### src/rtl/spi_pkg.sv
// Shared SPI slave definitions: FSM state type, default widths and command codes.
package spi_pkg;

  localparam int FRAME_W_DEF = 10;
  localparam int DATA_W_DEF  = 8;

  // Command codes carried in frame bits [9:8]
  localparam logic [1:0] CMD_WR_ADDR = 2'b00;
  localparam logic [1:0] CMD_WR_DATA = 2'b01;
  localparam logic [1:0] CMD_RD_ADDR = 2'b10;
  localparam logic [1:0] CMD_RD_DATA = 2'b11;

  typedef enum logic [2:0] {
    IDLE,
    CHK_CMD,
    WRITE,
    READ_ADD,
    READ_DATA
  } spi_state_e;

  // True for the states that shift a MOSI frame in
  function automatic logic is_data_state(spi_state_e s);
    return (s == WRITE) || (s == READ_ADD) || (s == READ_DATA);
  endfunction

endpackage

### src/rtl/spi_tx_ser.sv
// MISO serializer: latches a read word and shifts it out MSB first, one bit per clock.
// MISO is low whenever no bit is being shifted, and an abort stops the shift on the next edge.
module spi_tx_ser #(
  parameter int DATA_W = 8
) (
  input  logic              clk,
  input  logic              rst_n,
  input  logic              load,
  input  logic              abort,
  input  logic [DATA_W-1:0] load_data,
  output logic              miso
);

  logic [DATA_W-1:0] shreg_q, shreg_d;
  logic [3:0]        cnt_q, cnt_d;

  // Next-state logic: abort wins, then a fresh load, then one shift per clock while bits remain
  always_comb begin
    shreg_d = shreg_q;
    cnt_d   = cnt_q;
    if (abort) begin
      cnt_d = 4'd0;
    end else if (load) begin
      shreg_d = load_data;
      cnt_d   = 4'(DATA_W);
    end else if (cnt_q != 4'd0) begin
      shreg_d = shreg_q << 1;
      cnt_d   = cnt_q - 4'd1;
    end
  end

  // Serializer registers, cleared immediately by reset so MISO drops without a clock
  always_ff @(posedge clk or negedge rst_n) begin
    if (!rst_n) begin
      shreg_q <= '0;
      cnt_q   <= 4'd0;
    end else begin
      shreg_q <= shreg_d;
      cnt_q   <= cnt_d;
    end
  end

  assign miso = (cnt_q != 4'd0) && shreg_q[DATA_W-1];

endmodule

### src/rtl/spi_slave.sv
// SPI slave front end for a small memory: decodes the selector bit, assembles
// FRAME_W-bit MOSI frames into rx_data/rx_valid and returns read data on MISO.
// Optional frame-abort detection on frame_err is compiled in with SPI_FRAME_ERR_EN.
module spi_slave
  import spi_pkg::*;
#(
  parameter int FRAME_W = FRAME_W_DEF,
  parameter int DATA_W  = DATA_W_DEF
) (
  input  logic               clk,
  input  logic               rst_n,
  input  logic               SS_n,
  input  logic               MOSI,
  output logic               MISO,
  output logic [FRAME_W-1:0] rx_data,
  output logic               rx_valid,
  input  logic [DATA_W-1:0]  tx_data,
  input  logic               tx_valid,
  output logic               frame_err
);

  localparam logic [3:0] LAST_BIT = 4'(FRAME_W - 1);

  spi_state_e         state_q, state_d;
  logic [3:0]         bit_cnt_q, bit_cnt_d;
  logic [FRAME_W-2:0] shift_q, shift_d;
  logic               frame_done_q, frame_done_d;
  logic [FRAME_W-1:0] rx_data_q, rx_data_d;
  logic               rx_valid_q, rx_valid_d;
  logic               rd_addr_seen_q, rd_addr_seen_d;
  logic               tx_taken_q, tx_taken_d;
  logic               tx_load;

  // FSM next-state, frame assembly and read-data handshake
  always_comb begin
    state_d        = state_q;
    bit_cnt_d      = bit_cnt_q;
    shift_d        = shift_q;
    frame_done_d   = frame_done_q;
    rx_data_d      = rx_data_q;
    rx_valid_d     = 1'b0;
    rd_addr_seen_d = rd_addr_seen_q;
    tx_taken_d     = tx_taken_q;
    tx_load        = 1'b0;
    case (state_q)
      IDLE: begin
        bit_cnt_d    = 4'd0;
        frame_done_d = 1'b0;
        tx_taken_d   = 1'b0;
        if (!SS_n) state_d = CHK_CMD;
      end
      CHK_CMD: begin
        bit_cnt_d    = 4'd0;
        frame_done_d = 1'b0;
        if (SS_n)                state_d = IDLE;
        else if (!MOSI)          state_d = WRITE;
        else if (rd_addr_seen_q) state_d = READ_DATA;
        else                     state_d = READ_ADD;
      end
      WRITE, READ_ADD, READ_DATA: begin
        if (!frame_done_q) begin
          if (bit_cnt_q == LAST_BIT) begin
            rx_data_d    = {shift_q, MOSI};
            rx_valid_d   = 1'b1;
            frame_done_d = 1'b1;
            bit_cnt_d    = 4'd0;
            if (state_q == READ_ADD)  rd_addr_seen_d = 1'b1;
            if (state_q == READ_DATA) rd_addr_seen_d = 1'b0;
          end else if (!SS_n) begin
            shift_d   = {shift_q[FRAME_W-3:0], MOSI};
            bit_cnt_d = bit_cnt_q + 4'd1;
          end
        end else if ((state_q == READ_DATA) && !tx_taken_q && tx_valid && !SS_n) begin
          tx_load    = 1'b1;
          tx_taken_d = 1'b1;
        end
        if (SS_n) state_d = IDLE;
      end
      default: state_d = IDLE;
    endcase
  end

  // FSM and frame registers with asynchronous active-low reset
  always_ff @(posedge clk or negedge rst_n) begin
    if (!rst_n) begin
      state_q        <= IDLE;
      bit_cnt_q      <= 4'd0;
      shift_q        <= '0;
      frame_done_q   <= 1'b0;
      rx_data_q      <= '0;
      rx_valid_q     <= 1'b0;
      rd_addr_seen_q <= 1'b0;
      tx_taken_q     <= 1'b0;
    end else begin
      state_q        <= state_d;
      bit_cnt_q      <= bit_cnt_d;
      shift_q        <= shift_d;
      frame_done_q   <= frame_done_d;
      rx_data_q      <= rx_data_d;
      rx_valid_q     <= rx_valid_d;
      rd_addr_seen_q <= rd_addr_seen_d;
      tx_taken_q     <= tx_taken_d;
    end
  end

  assign rx_data  = rx_data_q;
  assign rx_valid = rx_valid_q;

  spi_tx_ser #(
    .DATA_W (DATA_W)
  ) u_tx_ser (
    .clk       (clk),
    .rst_n     (rst_n),
    .load      (tx_load),
    .abort     (SS_n),
    .load_data (tx_data),
    .miso      (MISO)
  );

`ifdef SPI_FRAME_ERR_EN
  logic frame_err_q, frame_err_d;

  // A deselect that cuts a frame after at least one bit, short of the completing bit, is an abort
  assign frame_err_d = is_data_state(state_q) && !frame_done_q && SS_n &&
                       (bit_cnt_q != 4'd0) && (bit_cnt_q != LAST_BIT);

  // One-cycle abort pulse register
  always_ff @(posedge clk or negedge rst_n) begin
    if (!rst_n) frame_err_q <= 1'b0;
    else        frame_err_q <= frame_err_d;
  end

  assign frame_err = frame_err_q;
`else
  assign frame_err = 1'b0;
`endif

endmodule

### config.mk
export PLATFORM = sky130hd
export DESIGN_NAME = spi_slave
export DESIGN_NICKNAME = d
export VERILOG_FILES = /design/src/rtl/spi_pkg.sv /design/src/rtl/spi_tx_ser.sv /design/src/rtl/spi_slave.sv
export SDC_FILE = /design/constraint.sdc
export NUM_CORES = 1
export LEC_CHECK = 0
export ABC_AREA = 1
export BUFFER_PORTS_ARGS = -buffer_cell sky130_fd_sc_hd__buf_2
export CAP_MARGIN = 20
export CORE_MARGIN = 10
export CORE_UTILIZATION = 58
export DETAILED_ROUTE_END_ITERATION = 10
export PLACE_DENSITY = 0.8
export SYNTH_ARGS = -nofsm -noshare
export SYNTH_HDL_FRONTEND = slang
export SYNTH_SLANG_ARGS = --single-unit
### constraint.sdc
create_clock -name clk -period 2 [get_ports clk]
set_input_delay 0.5 -clock clk [delete_from_list [all_inputs] [get_ports clk]]
set_output_delay 0.5 -clock clk [all_outputs]
set_load 0.01 [all_outputs]
Yosys cells after proc, flatten, opt, wreduce, memory -nomap -nowiden. Cells that the tools add are included.

Register bits after elaboration: 42. Input bits: 13. Output and inout bits: 13. Logic and storage cells: 76.

$add $sub $neg: 2. Equality and inequality tests: 11. Mux-type cells: 28. Bitwise gates (word level): 3. Reduce and logical (&&, ||, !) cells: 22.

Operators by type and width (number): $mux W4 (6); $mux W8 (2); $mux W3 (5); $mux W1 (11); $ne A2 B2 Y1 const B (5); $pmux W3 S3 (1); $reduce_and A3 Y1 (3); $pmux W4 S2 (1); $reduce_and A4 Y1 (2); $reduce_bool A2 Y1 (4); $eq A3 B2 Y1 const B (2); $add A4 B1 Y4 const B (1); $eq A4 B4 Y1 const B (1); $logic_and A1 B1 Y1 (4); $pmux W1 S2 (2); $reduce_and A2 Y1 (2); $reduce_bool A4 Y1 (1); $sub A4 B1 Y4 const B (1); $eq A3 B1 Y1 const B (1); $eq A3 B3 Y1 const B (1); $logic_not A3 Y1 (1); $ne A3 B3 Y1 const B (1); $not A1 Y1 (3); $reduce_bool A3 Y1 (1); 3 further kinds (4).

Longest topological paths before layout. Gate-level depths: netlist of run 1.

Depth after elaboration: 9. Gate-level depth with buffers: 11. Depth with buffers taken out: 10.

By module. A second synthesis of run 1 with hierarchy kept.

Cells, all modules: 247. Area total of the unflattened synthesis: 2089.5 sq um.

By module, submodules not included: spi_slave (instances 1, cells each 173, area each 1433.9 sq um, seq. area each 750.7 sq um); spi_tx_ser (instances 1, cells each 74, area each 655.6 sq um, seq. area each 300.3 sq um).

Worst setup path before layout of run 1. Ideal clock, no wire load.

Kind: reg2out. Start point: reg u_tx_ser.cnt_q[0]. End point: out MISO. Arrival: 1.092 ns. Required time: 1.500 ns. Slack: 0.408 ns. Cell stages (with the launch flop): 6. Buffers on the path: 0. Cell sequence: dfrtp_1 inv_1 ha_1 nand2_1 nor2_1 nor2_1.

Word-level cells in the longest chain between the ends: 2.

Ends and longest elaborated chain: start: declaration (line spi_tx_ser.sv:15) `logic [3:0] cnt_q, cnt_d;`; start signal: assignment (line spi_tx_ser.sv:39) `cnt_q <= cnt_d;`; $reduce_bool A4 Y1 (line spi_tx_ser.sv:43) `assign miso = (cnt_q != 4'd0) && shreg_q[DATA_W-1];`; $logic_and A1 B1 Y1 (line spi_tx_ser.sv:43); end: declaration (line spi_slave.sv:14) `output logic MISO,`.

No other way between the ends.

Worst setup path after layout of run 1. Same ends and word-level chain as after synthesis.

==> key figures, run 1 <==
Placement
  • Post-detail-place hpwl: 2840 um
  • Port buffer count: 24
  • GP Congestion: 0.800
  • Cells after DPL: 307

Synth
  • Post-synthesis register bit count: 42
  • Sequential-to-total area share from yosys stat: 51.1%
  • Area leader, netlist: dfrtp_1
  • Number of synthesized flops with an enable pin: 0
  • Cell area after synthesis: 0.00206 mm2
  • Async S/R FF share, synth: 100%
  • Most frequent cells after synthesis: 88 x nand2_1, 42 x dfrtp_1, 23 x inv_1
  • Most common cell in the netlist: nand2_1
  • Mapped Cells: 240
  • Synth top area share: 51.1%
  • Synth area leaders: dfrtp_1 51%, nand2_1 16%, inv_1 4.2%, o21ai_0 4.1%, o21ai_2 3.8%
  • Syn nets: 257
  • Count of cell types in the netlist: 29
  • Mean Syn Cell Area: 8.57 um2
  • Post-synth top flop: dfrtp_1
  • Yosys warnings: 0

Final layout
  • Diodes inserted: 0
  • Area Overhead vs Synth: 10.8%
  • Proportion of layout cells with a drive suffix above 1: 22.3%
  • Final Non-Filler Cells: 315
  • Fill cells: 272
  • Nets: 285

Power and ir drop
  • Total power draw: 2.01 mW
  • Maximum vdd drop: 0.553 mV
  • Power density cells: 881 mW/mm2
  • Lkg Pwr: 1.22 nW

Floorplan
  • Core Region: 0.00339 mm2
  • DIE WIDTH: 79.6 um
  • Die height: 79.6 um
  • Initial core utilization: 60.7%
  • DIE AREA: 0.00633 mm2
  • Cell Rows: 21
  • I/O Pins: 26

Clock tree
  • Clock root buffer: clkbuf_4
  • Cts hold-fix bufs: 0
  • Total CTS buffers: 5
  • Max Root-Sink Buffers: 2
  • Worst-Skew Late Latency: 0.37 ns
  • CTS sink count: 42
  • Reg clk slew, reported paths: 0.13 ns
  • CTS resizes: 0
  • CTS tree: done
  • H-Tree Depth: 2
  • Post-CTS setup buffers: 0

Timing
  • Final setup fails: 0
  • Fmax: 527 MHz
  • Max-slew violations: 0
  • TNS Setup: 0 ns
  • Final Hold Viols: 0
  • Slew headroom: 66.6%
  • Skew final: 0.0128 ns
  • Actual slew at the worst max-slew pin: 0.501 ns
  • Crit path time final: 1.90 ns
  • RSZ-0062 raised after global routing: false
  • Final Cycle Share: 95.0%

Worst setup path
  • Crit-path cells: inv_1 -> ha_1 -> nand2_1 -> nor2_2 -> nor2_1 -> buf_2
  • Crit-path leading delay family: flip-flops
  • Critical path class: reg2out
  • Critical Path Source Type: register
  • Largest stage delay on the critical path: 0.41 ns
  • Bufs and invs on worst path: 2
  • CP max FO: 3
  • CP Capture Type: output port
  • Critical path required time: 1.50 ns
  • Worst path slowest cell: dfrtp_1
  • CP Data Arrival Time: 1.40 ns

Routing
  • Final wirelength: 3770 um
  • Residual DRC: 0
  • DRT Pass-1 Iters: 5
  • Avg WL per Cell: 12.0 um
  • Final ANT Viol Nets: 0
  • Vias post-DR: 1546
  • Vias/cell: 4.91
  • Number of DRC markers in iteration 0: 134

Global route
  • Global-route wire length before repair: 6900 um
  • Initial antenna violation count: 0
  • GRT overflow: 0
  • Total track usage: 13.6%
  • Largest net degree at the start of global routing: 23
  • Vias in the first global route: 1574

Run
  • Max Cap Viol: 0

Worst hold path
  • Worst Hold Class: in2async

Outcome
  • Status: completed
==> where the power goes <==
group          switching [mW]  internal [mW]  leakage (nW)
Sequential             0.0690          0.958         0.569
Clock                   0.290          0.137        0.0312
Combinational           0.341          0.215         0.618
Total                   0.699           1.31          1.22
==> path summary, 6_finish.rpt <==
path                                          startpoint                               to  slack, ns  cells past startpoint
hold / removal                                     rst_n    u_tx_ser.cnt_q[2]$_DFFE_PN0P_       0.07                      1
min in group clk                              tx_data[0]  u_tx_ser.shreg_q[0]$_DFFE_PN0P_       0.34                      3
setup reg to reg                bit_cnt_q[0]$_DFFE_PN0P_           shift_q[1]$_DFFE_PN0P_       0.41                      7
hold reg to reg                   shift_q[8]$_DFFE_PN0P_           rx_data[9]$_DFFE_PN0P_       0.49                      2
max in group asynchronous                          rst_n           rx_data[0]$_DFFE_PN0P_       1.45                      2
setup / recovery           u_tx_ser.cnt_q[0]$_DFFE_PN0P_                             MISO       0.10                      6
==> sequential cells by signal, summed over array words and instances, names as in the netlist <==
signal	flops
rx_data	10
shift_q	9
u_tx_ser.shreg_q	8
bit_cnt_q	4
u_tx_ser.cnt_q	4
state_q	3
frame_done_q	1
rd_addr_seen_q	1
rx_valid	1
tx_taken_q	1
==> layout by cell type, fill, tap and decap left out, types with 2 or more instances in the layout <==
cell	instances
o21ai_2	9
a21oi_1	2
inv_2	2
clkbuf_4	5
xnor2_1	2
nand2_4	3
nand4_1	2
o21ai_0	17
nand3_1	10
nand2_1	87
nor2_1	15
buf_2	24
dfrtp_1	42
ha_1	4
inv_1	23
nand2_2	4
nor2_2	3
==> cells by family after synthesis <==
| family | synth area share [%] |
|---|---|
| AO/OA/AOI/OAI | 9.55 |
| XOR/XNOR | 1.28 |
| adder cells (fa/ha/maj) | 2.43 |
| buffers and inverters | 7.12 |
| flip-flops | 51.1 |
| other | 0.182 |
| AND/OR/NAND/NOR | 28.3 |
==> through the flow <==
stage,instance area (um2),hold slack [ns],setup slack [ns],util [%]
3_3_place_gp,2220,0.464,0.300,65.4
2_1_floorplan,2060,0.204,0.408,-
3_5_place_dp,2220,0.464,0.254,65.4
5_1_grt,2280,0.0855,0.00686,67.3
4_1_cts,2270,0.0850,0.0394,67.1
6_report,2280,0.0719,0.101,67.3
==> metal layers <==
metal	up-vias	global-route usage (%)	wire length [um]
li1	802	-	-
met1	707	16.5	1700
met2	30	21.4	1760
met3	7	5.29	258
met4	0	4.84	58
met5	-	0	0
==> area by class of cell <==
| cell class | instances | area, um2 | share of cell area, % |
|---|---|---|---|
| Inverter | 26 | 100 | 4.39 |
| Multi-Input combinational cell | 167 | 865 | 37.9 |
| Sequential cell | 42 | 1050 | 46.1 |
| Clock buffer | 5 | 37.5 | 1.65 |
| Clock inverter | 3 | 21.3 | 0.933 |
| Tap cell | 46 | 57.6 | 2.52 |
| Timing Repair Buffer | 26 | 148 | 6.48 |
==> worst reg2reg max path, cell delays in order (launching register included) <==
cell     delay [ns]
dfrtp_1        0.44
ha_1           0.21
nand2_1        0.07
nor2_2         0.06
inv_1          0.14
nand4_4        0.31
nand2_1        0.18
o21ai_2        0.06
Note: power is estimated with default switching activity, not from simulation.
==> run 2, diff against run 1 <==
--- a/config.mk
+++ b/config.mk
@@ -8,10 +8,12 @@
 export ABC_AREA = 1
 export BUFFER_PORTS_ARGS = -buffer_cell sky130_fd_sc_hd__buf_2
 export CAP_MARGIN = 20
+export CELL_PAD_IN_SITES_DETAIL_PLACEMENT = 0
+export CELL_PAD_IN_SITES_GLOBAL_PLACEMENT = 1
 export CORE_MARGIN = 10
-export CORE_UTILIZATION = 58
+export CORE_UTILIZATION = 46
 export DETAILED_ROUTE_END_ITERATION = 10
-export PLACE_DENSITY = 0.8
+export PLACE_DENSITY = 0.83
 export SYNTH_ARGS = -nofsm -noshare
 export SYNTH_HDL_FRONTEND = slang
 export SYNTH_SLANG_ARGS = --single-unit
==> run 2 against run 1 <==
Clock-buffer cell count rose by 1. Sequential power barely moved. Power rose by 12%. Fmax rose by 3.1%. Worst setup slack improved by 0.057 ns. First-iteration DRC count fell by 34%. Sequential share of layout area fell by 1.3 points. Clock skew fell by 0.0040 ns. Die area rose by 19%. Highest routed layer unchanged.
==> key figures, run 2 (synthesized netlist as in run 1, its figures left out) <==
Global route
  • Global-route wire length before repair: 7580 um (+9.8%)
  • Initial antenna violation count: 0 (unchanged)
  • Total track usage: 12.2% (-1.4 points)
  • Largest net degree at the start of global routing: 24 (+4.3%)
  • Vias in the first global route: 1660 (+5.5%)
  • GRT overflow: 0 (unchanged)

Power and ir drop
  • Sw frac: 31.5% (-3.3 points)
  • Sequential Power Share: 45.5% (-5.6 points)
  • Clock share of power: 30.0% (+8.8 points)
  • Power density cells: 963 mW/mm2 (+9.2%)
  • Lkg Pwr: 1.24 nW (+2.1%)
  • Maximum vdd drop: 0.494 mV (-11%)
  • Internal power: 1.54 mW (+18%)
  • Psw: 0.712 mW (+1.7%)
  • Combinational power share: 24.5% (-3.2 points)

Floorplan
  • Die height: 86.9 um (+9.2%)
  • Cell Rows: 24 (+14%)
  • DIE WIDTH: 86.9 um (+9.2%)
  • DIE AREA: 0.00755 mm2 (+19%)
  • I/O Pins: 26 (unchanged)
  • Initial core utilization: 47.2% (-13 points)
  • Core Region: 0.00435 mm2 (+28%)

Worst setup path
  • Crit-path leading delay family: flip-flops
  • Critical path required time: 1.50 ns (about the same)
  • Critical Path Source Type: register
  • Bufs and invs on worst path: 2 (unchanged)
  • CP Data Arrival Time: 1.34 ns (-0.06 ns)
  • Largest stage delay on the critical path: 0.40 ns (about the same)
  • CP Capture Type: output port
  • Worst path slowest cell: dfrtp_1
  • CP max FO: 3 (unchanged)
  • Critical path class: reg2out
  • Crit-path cells: inv_1 -> ha_1 -> nand2_1 -> nor2_1 -> nor2_1 -> buf_2
  • CP most frequent cell: nor2_1

Routing
  • Residual DRC: 0 (unchanged)
  • Vias/cell: 4.80 (-2.2%)
  • Vias post-DR: 1546 (unchanged)
  • Final ANT Viol Nets: 0 (unchanged)
  • Number of DRC markers in iteration 0: 89 (-34%)
  • DRT Pass-1 Iters: 4 (-1)
  • Avg WL per Cell: 12.6 um (+5.6%)
  • Final wirelength: 4070 um (+8.0%)

Timing
  • Max-slew violations: 0 (unchanged)
  • Final Hold Viols: 0 (unchanged)
  • RSZ-0062 raised after global routing: false
  • Crit path time final: 1.84 ns (-0.0565 ns)
  • Fmax: 543 MHz (+3.1%)
  • Final setup fails: 0 (unchanged)
  • Skew final: 0.00885 ns (-0.00395 ns)
  • Final Cycle Share: 92.1% (-2.8 points)
  • TNS Setup: 0 ns (unchanged)

Final layout
  • Diodes inserted: 0 (unchanged)
  • Footprint of the multi-input gates: 862 um2 (-0.29%)
  • Proportion of layout cells with a drive suffix above 1: 21.9% (-0.45 points)
  • Most common cell after layout, fill and taps aside: nand2_1
  • Final Non-Filler Cells: 322 (+2.2%)
  • Most frequent cells in the layout: 87 x nand2_1, 42 x dfrtp_1, 24 x buf_2, 23 x inv_1, 17 x o21ai_0
  • Area Overhead vs Synth: 13.9%
  • Fin util: 53.8% (-13 points)
  • Nets: 286 (+0.35%)
  • Final Instance Area: 0.00234 mm2 (+2.8%)
  • Sequential Area: 0.00105 mm2 (unchanged)
  • Max FFs per register: 10 (unchanged)
  • Fill cells: 424 (+56%)

Clock tree
  • Cts hold-fix bufs: 0 (unchanged)
  • H-Tree Depth: 2 (unchanged)
  • Total CTS buffers: 5 (unchanged)
  • Clock root buffer: clkbuf_8
  • Worst-Skew Late Latency: 0.30 ns (-0.07 ns)
  • CTS tree: done
  • Post-CTS setup buffers: 0 (unchanged)
  • CTS sink count: 42 (unchanged)
  • Max Root-Sink Buffers: 2 (unchanged)
  • Reg clk slew, reported paths: 0.08 ns (-0.05 ns)

Placement
  • GP Congestion: 0.740 (-7.6%)
  • Cells after DPL: 314 (+2.3%)
  • Post-detail-place hpwl: 2910 um (+2.3%)
  • Placed Area: 0.00223 mm2 (+0.68%)
  • Port buffer count: 24 (unchanged)

Worst hold path
  • Worst Hold Class: in2async

Outcome
  • Status: completed

Run
  • Max Cap Viol: 0 (unchanged)
[run 2: cell count changes in the layout (fill, tap and decap cells not counted)]
cell       change
nor2_2         -1
clkbuf_1       +1
bufinv_16      +1
clkbuf_8       +5
buf_4          +1
clkbuf_4       -5
clkinv_2       -1
clkinv_4       -1
nor2_1         +1
[run 2: routing by layer]
| layer | vias to the layer above | wire length [um] | global-route usage, % |
|---|---|---|---|
| met5 | - | 0 | 0 |
| met1 | 723 | 1940 | 14.6 |
| met3 | 5 | 196 | 4.03 |
| met2 | 20 | 1860 | 19.7 |
| li1 | 798 | - | - |
| met4 | 0 | 70 | 5.15 |
[run 2: final cells by class]
class                   instances  area share (%)
multi-input cells             167            36.8
clock buffers                   6            3.10
flip-flops and latches         42            44.8
well taps                      52            2.78
repair buffers                 27            6.62
inverters                      26            4.27
clock inverters                 2            1.60
[run 2: final timing paths]
| check | start | to | slack, ns | cells after the start |
|---|---|---|---|---|
| setup / recovery | u_tx_ser.cnt_q[0]$_DFFE_PN0P_ | MISO | 0.16 | 6 |
| hold / removal | rst_n | u_tx_ser.cnt_q[2]$_DFFE_PN0P_ | 0.15 | 1 |
| setup reg to reg | bit_cnt_q[0]$_DFFE_PN0P_ | shift_q[0]$_DFFE_PN0P_ | 0.44 | 7 |
| hold reg to reg | u_tx_ser.shreg_q[1]$_DFFE_PN0P_ | u_tx_ser.shreg_q[1]$_DFFE_PN0P_ | 0.48 | 2 |
| max in group asynchronous | rst_n | rx_valid$_DFF_PN0_ | 1.35 | 2 |
| min in group clk | tx_data[0] | u_tx_ser.shreg_q[0]$_DFFE_PN0P_ | 0.42 | 3 |
[run 2: power groups by stage]
stage / logic, mW / clock network, mW / registers (mW)
4_1_cts: 0.564 / 0.698 / 1.03
3_5_place_dp: 0.560 / 0 / 1.04
2_1_floorplan: 0.413 / 0 / 1.03
3_3_place_gp: 0.549 / 0 / 1.04
6_report: 0.553 / 0.677 / 1.03
5_1_grt: 0.641 / 0.729 / 1.04
[run 2: timing repair]
| action | in CTS | in global routing |
|---|---|---|
| endpoints found under the setup margin | 0 | 8 |
| hold endpoints to repair | 0 | 0 |
| resized for setup | 0 | 1 |
[run 2: per-stage QoR]
| stage | setup slack [ns] | total power, mW | hold slack [ns] |
|---|---|---|---|
| 2_1_floorplan | 0.408 | 1.44 | 0.204 |
| 3_3_place_gp | 0.371 | 1.59 | 0.459 |
| 3_5_place_dp | 0.250 | 1.60 | 0.467 |
| 4_1_cts | 0.137 | 2.29 | 0.162 |
| 5_1_grt | 0.0356 | 2.41 | 0.176 |
| 6_report | 0.157 | 2.26 | 0.153 |
[run 2: worst register-to-register path, delay by kind of cell, from the launching register on]
kind / cells / cell delay (ns)
AOI/OAI and AO/OA: 1 / 0.07
adders and majority gates: 1 / 0.21
buffers and inverters: 1 / 0.13
DFF: 1 / 0.43
and+or+nand+nor: 4 / 0.62
